==> src/rtl/wave_pkg.sv <==
// Shared types and default sizing for the wave-profile generation path.
package wave_pkg;

  localparam int WAVE_LOG_WIDTH = 10;
  localparam int WAVE_WIDTH     = 1024;
  localparam int WAVE_RESOL     = 10;
  localparam int WAVE_FREQ_W    = 11;

  typedef enum logic [1:0] {
    IDLE      = 2'd0,
    CALC      = 2'd1,
    WAIT_SWAP = 2'd2
  } wave_ctrl_state_t;

endpackage

==> src/rtl/wave_req_slot.sv <==
// One-deep pending frequency request: latest load wins, consume clears,
// and a load onto an unconsumed request raises a one-cycle overrun pulse.
module wave_req_slot
  import wave_pkg::*;
#(
  parameter int FREQ_W = WAVE_FREQ_W
) (
  input  logic              clock,
  input  logic              reset,
  input  logic              load,
  input  logic [FREQ_W-1:0] load_freq,
  input  logic              consume,
  output logic              pend_valid,
  output logic [FREQ_W-1:0] pend_freq,
  output logic              overrun
);

  // Consumption is evaluated first, so a same-cycle load simply refills the slot.
  always_ff @(posedge clock) begin
    if (reset) begin
      pend_valid <= 1'b0;
      pend_freq  <= '0;
      overrun    <= 1'b0;
    end else begin
      overrun <= load && pend_valid && !consume;
      if (load) begin
        pend_valid <= 1'b1;
        pend_freq  <= load_freq;
      end else if (consume) begin
        pend_valid <= 1'b0;
      end
    end
  end

endmodule

==> src/rtl/wave_profile_ctrl.sv <==
// Wave-profile sequencer and ping-pong bank arbiter; banks swap only on vsync.
// Optional WAVE_CTRL_ABORT_EN: a new request during CALC/WAIT_SWAP restarts the profile.
module wave_profile_ctrl
  import wave_pkg::*;
#(
  parameter int LOG_WIDTH = WAVE_LOG_WIDTH,
  parameter int WIDTH     = WAVE_WIDTH,
  parameter int RESOL     = WAVE_RESOL
) (
  input  logic                   clock,
  input  logic                   reset,
  input  logic [WAVE_FREQ_W-1:0] frequency,
  input  logic                   new_f,
  input  logic                   vsync,
  output logic [LOG_WIDTH-1:0]   rom_out_index,
  output logic [WAVE_FREQ_W-1:0] rom_freq,
  input  logic [RESOL-1:0]       rom_value,
  output logic                   wr_en,
  output logic                   wr_bank,
  output logic [LOG_WIDTH-1:0]   wr_addr,
  output logic [RESOL-1:0]       wr_data,
  output logic                   rd_bank,
  output logic                   busy,
  output logic                   wave_ready,
  output logic                   overrun
);

  localparam logic [LOG_WIDTH-1:0] LAST_ADDR = LOG_WIDTH'(WIDTH - 1);

  wave_ctrl_state_t        state, state_next;
  logic [LOG_WIDTH-1:0]    addr, addr_next;
  logic [WAVE_FREQ_W-1:0]  freq_next;
  logic                    consume, swap, calc_write;
  logic                    slot_load, pend_valid;
  logic [WAVE_FREQ_W-1:0]  pend_freq;

`ifdef WAVE_CTRL_ABORT_EN
  assign slot_load = new_f && (state == IDLE);
`else
  assign slot_load = new_f;
`endif

  wave_req_slot #(.FREQ_W(WAVE_FREQ_W)) u_slot (
    .clock      (clock),
    .reset      (reset),
    .load       (slot_load),
    .load_freq  (frequency),
    .consume    (consume),
    .pend_valid (pend_valid),
    .pend_freq  (pend_freq),
    .overrun    (overrun)
  );

  always_ff @(posedge clock) begin
    if (reset) state <= IDLE;
    else       state <= state_next;
  end

  // The address stops at the last entry rather than wrapping; WAIT_SWAP holds it.
  always_comb begin
    state_next = state;
    addr_next  = addr;
    freq_next  = rom_freq;
    consume    = 1'b0;
    swap       = 1'b0;
    calc_write = 1'b0;
    unique case (state)
      IDLE: begin
        if (pend_valid) begin
          consume    = 1'b1;
          freq_next  = pend_freq;
          addr_next  = '0;
          state_next = CALC;
        end
      end
      CALC: begin
        calc_write = 1'b1;
        if (addr == LAST_ADDR) state_next = WAIT_SWAP;
        else                   addr_next  = LOG_WIDTH'(addr + 1'b1);
      end
      WAIT_SWAP: begin
        if (vsync) begin
          swap       = 1'b1;
          state_next = IDLE;
        end
      end
      default: state_next = IDLE;
    endcase
`ifdef WAVE_CTRL_ABORT_EN
    // A restart wins over a coincident vsync; the discarded profile never goes live.
    if (new_f && (state != IDLE)) begin
      swap       = 1'b0;
      addr_next  = '0;
      freq_next  = frequency;
      state_next = CALC;
    end
`endif
  end

  always_ff @(posedge clock) begin
    if (reset) begin
      addr       <= '0;
      rom_freq   <= '0;
      wr_en      <= 1'b0;
      wr_addr    <= '0;
      wr_data    <= '0;
      rd_bank    <= 1'b0;
      wave_ready <= 1'b0;
    end else begin
      addr       <= addr_next;
      rom_freq   <= freq_next;
      wr_en      <= calc_write;
      wr_addr    <= calc_write ? addr : '0;
      wr_data    <= (calc_write && (addr != '0)) ? rom_value : '0;
      rd_bank    <= rd_bank ^ swap;
      wave_ready <= swap;
    end
  end

  assign wr_bank       = ~rd_bank;
  assign busy          = (state != IDLE);
  assign rom_out_index = (state == CALC) ? addr : '0;

endmodule

==> config.mk <==
export PLATFORM = sky130hd
export DESIGN_NAME = wave_profile_ctrl
export DESIGN_NICKNAME = d
export VERILOG_FILES = /design/src/rtl/wave_pkg.sv /design/src/rtl/wave_req_slot.sv /design/src/rtl/wave_profile_ctrl.sv
export SDC_FILE = /design/constraint.sdc
export NUM_CORES = 1
export LEC_CHECK = 0
export CAP_MARGIN = 20
export CORE_MARGIN = 3
export CORE_UTILIZATION = 39
export DETAILED_ROUTE_END_ITERATION = 12
export PLACE_DENSITY = 0.72
export SYNTH_ARGS = -nofsm -noshare
export SYNTH_HDL_FRONTEND = slang
export SYNTH_HIERARCHICAL = 1
export SYNTH_SLANG_ARGS = --single-unit
==> constraint.sdc <==
create_clock -name clock -period 1.5 [get_ports clock]
set_input_delay 0.15 -clock clock [delete_from_list [all_inputs] [get_ports clock]]
set_output_delay 0.15 -clock clock [all_outputs]
set_load 0.02 [all_outputs]
==> metrics.md <==
| Metric | Value |
|---|---|
| Outcome | finished, violations left |
| Failing checks | setup timing |
| Drt via density | 4.88 |
| Ys Warns | 6 |
| Kind of start point of the critical path | flip-flop |
| WHS | 372 ps |
| I/O Pins | 72 |
| CP max FO | 6 |
| Clk sink count | 59 |
| DIE AREA | 0.00663 mm2 |
| Antenna violations before repair | 0 |
| Clock Power Share | 41.3% |
| GRT overflow | 0 |
| Ys flop type | dfxtp_1 |
| Internal power | 2.59 mW |
| Drt pass-1 iters | 4 |
| Period minus WS final | 1530 ps |
| Ys async rst share | 0% |
| CTS root buf | clkbuf_8 |
| Clock transition at path regs | 60 ps |
| CP startpoint | addr[8]$_SDFFE_PP0P_ |
| Placer congestion estimate | 0.809 |
| Worst setup margin | -26.0 ps |
| Worst skew pair latency | 330 ps |
| Vias post-DR | 1,990 |
| Hold Crit Start | rom_value[9] |
| Cell count after placement | 388 |
| Area of the multi-input gates | 0.00102 mm2 |
| HP Class | in2reg |
| Worst clock skew | 4.67 ps |
| Share of cells above drive strength 1 | 24.9% |
| Reg power frac | 48.1% |
| Syn nets | 261 |
| CP Capture Type | flip-flop |
| DRC | 0 |
| Filler cell count | 447 |
| Final HPWL DP | 3720 um |
| CTS Buffer Depth | 2 |
| Number of synthesized flops with an enable pin | 0 |
| MaxCap Viol Count | 0 |
| Pwr dens | 986 mW/mm2 |
| CTS HTree Levels | 3 |
| Remaining antenna violation count | 0 |
| Reg-to-Reg Start | addr[8]$_SDFFE_PP0P_ |
| Critical Path AT | 1750 ps |
| Cells after Synth | 234 |
| Fin nets | 360 |
| Worst slew pin tran | 323 ps |
| Die Y | 81.4 um |
| Number of global-route vias before repair | 1,991 |
| Initial Util | 41.9% |
| Library cells used by synthesis | 39 |
| Lkg Pwr | 1.39 nW |
| Register area | 0.00119 mm2 |
| # rows | 26 |
| CTS Buf Count | 9 |
| Net switching share of the total power | 23.3% |
| First-pass GRT wire length | 9250 um |
| WS Path Type | reg2reg |
| Hold_buf cts | 0 |
| Mean Syn Cell Area | 9.49 um2 |
| Area Growth Syn to Fin | 54.3% |
| I/O Buffers | 71 |
| Slew Viols, Final | 0 |
| Yosys reg bits | 59 |
| Relative slew slack | 78.5% |
| RSZ-0062 raised after global routing | yes |
| DR WL/cell | 14.0 um |
| Die X | 81.4 um |
| Worst VDD drop | 0.619 mV |
| Final TNS setup | -149 ps |
| CTS tree | yes |
| Register area share after synthesis | 53.2% |
| Fmax | 655 MHz |
| ANT cells | 0 |
| Fin. Hold Viols | 0 |
| Largest net degree at the start of global routing | 26 |
| Fin crit share | 102% |
| Total GRT Usage | 18.7% |
| Iter 0 DRT Violations | 170 |
| Final setup violation count | 7 |
| Logic pwr share | 10.6% |
| Routed Wire Length | 5720 um |
| Area of the core | 0.00530 mm2 |
| Pre-CTS WS | -111 ps |
| P_sw | 0.788 mW |
| Req. time, crit path | 1730 ps |
| Post-Syn Area | 0.00222 mm2 |
| Post-Layout Cell Count | 408 |
-- metrics by stage --
| step | instance area [um2] | util, % | total power [mW] |
|---|---|---|---|
| floorplan | 2240 | - | 1.82 |
| global placement | 3180 | 59.9 | 1.99 |
| detailed placement | 3180 | 59.9 | 1.99 |
| CTS | 3420 | 64.5 | 3.41 |
| global route | 3420 | 64.6 | 3.53 |
| finish | 3420 | 64.6 | 3.38 |
-- metal layers --
| metal | routed length [um] | track usage [%] | share of wire, % | up-vias |
|---|---|---|---|---|
| met5 | 0 | 0 | 0 | - |
| met4 | 210 | 13.0 | 3.7 | 0 |
| met3 | 261 | 4.50 | 4.6 | 19 |
| met2 | 2790 | 30.2 | 49 | 60 |
| met1 | 2460 | 21.8 | 43 | 912 |
| li1 | - | - | - | 999 |
-- final cells by class --
class,instances,share of cell area [%]
Inverter,7,0.767
Tap cell,70,2.56
Timing Repair Buffer,100,26.2
Sequential cell,59,34.9
Clock inverter,5,1.53
Multi-Input combinational cell,156,29.9
Clock buffer,11,4.13
-- sequential cells by signal, indices dropped and copies added, names as in the netlist --
| name | cells |
|---|---|
| wr_en | 1 |
| state | 2 |
| addr | 10 |
| u_slot/overrun | 1 |
| u_slot/pend_freq | 11 |
| wr_addr | 10 |
| rd_bank | 1 |
| wave_ready | 1 |
| wr_data | 10 |
| u_slot/pend_valid | 1 |
| rom_freq | 11 |
-- synth_stat cells, types with 3 or more instances --
library cell | instances | area [um2]
nand2_1 | 28 | 105
buf_2 | 4 | 20.0
inv_1 | 5 | 18.8
clkbuf_1 | 5 | 18.8
mux2i_1 | 12 | 120
nor2_1 | 24 | 90.1
a31oi_1 | 5 | 31.3
dfxtp_1 | 59 | 1180
and2_1 | 24 | 150
o21ai_0 | 3 | 15.0
nor3_1 | 8 | 40.0
a21oi_1 | 17 | 85.1
nand3_1 | 4 | 20.0
-- kinds of logic after synthesis --
family                     Yosys count  share of synthesized area (%)
adders and majority gates            2                           1.13
DFF                                 59                           53.2
buffers and inverters               20                           4.34
muxes                               12                           5.41
xor gates and xnor gates             1                          0.395
and+or+nand+nor                    102                           23.1
AOI/OAI and AO/OA                   38                           12.4
-- final timing paths --
check / slack [ps] / end / cells past startpoint
max reg2reg: -30 / wr_data[1]$_SDFF_PP0_ / 4
min: 370 / wr_data[9]$_SDFF_PP0_ / 2
max: -30 / wr_data[1]$_SDFF_PP0_ / 4
min reg2reg: 450 / rom_freq[5]$_SDFFE_PP0P_ / 2
-- power by group through the flow --
stage	clock network, mW	logic (mW)	registers [mW]
after floorplan	0	0.147	1.67
after global placement	0	0.333	1.66
after detailed placement	0	0.337	1.66
after CTS	1.44	0.351	1.62
after global routing	1.51	0.387	1.63
final	1.39	0.358	1.62
-- critical path, cell delays in order (launching register included) --
cell and delay, ps:
dfxtp_2 360, nor4_4 290, nand3_2 140, o41a_1 460
and2_1 180
-- layout by cell type, fill, tap and decap left out, types with 2 or more instances in the layout --
| master | count |
|---|---|
| inv_1 | 4 |
| nor3_1 | 7 |
| buf_4 | 27 |
| a22oi_1 | 2 |
| dfxtp_2 | 7 |
| nand3_1 | 3 |
| nor2_2 | 3 |
| o41a_1 | 3 |
| clkdlybuf4s50_1 | 59 |
| buf_6 | 2 |
| nand3b_1 | 2 |
| clkinv_2 | 3 |
| inv_2 | 3 |
| ha_4 | 2 |
| nor2_1 | 23 |
| a31oi_1 | 5 |
| a311oi_2 | 2 |
| and2_1 | 24 |
| o21ai_0 | 3 |
| a41oi_1 | 2 |
| dfxtp_1 | 51 |
| buf_2 | 9 |
| mux2i_1 | 12 |
| a21oi_1 | 17 |
| nor3_2 | 2 |
| clkbuf_8 | 10 |
| nand2_1 | 28 |
-- repair_timing --
| action | in CTS | in global routing |
|---|---|---|
| gates resized for setup | 51 | 15 |
| setup buffers | 2 | 1 |
| pin swaps | 8 | 6 |
| endpoints found under the setup margin | 27 | 32 |
| gates cloned | 2 | 0 |
Note: power is estimated with default switching activity, not from simulation.
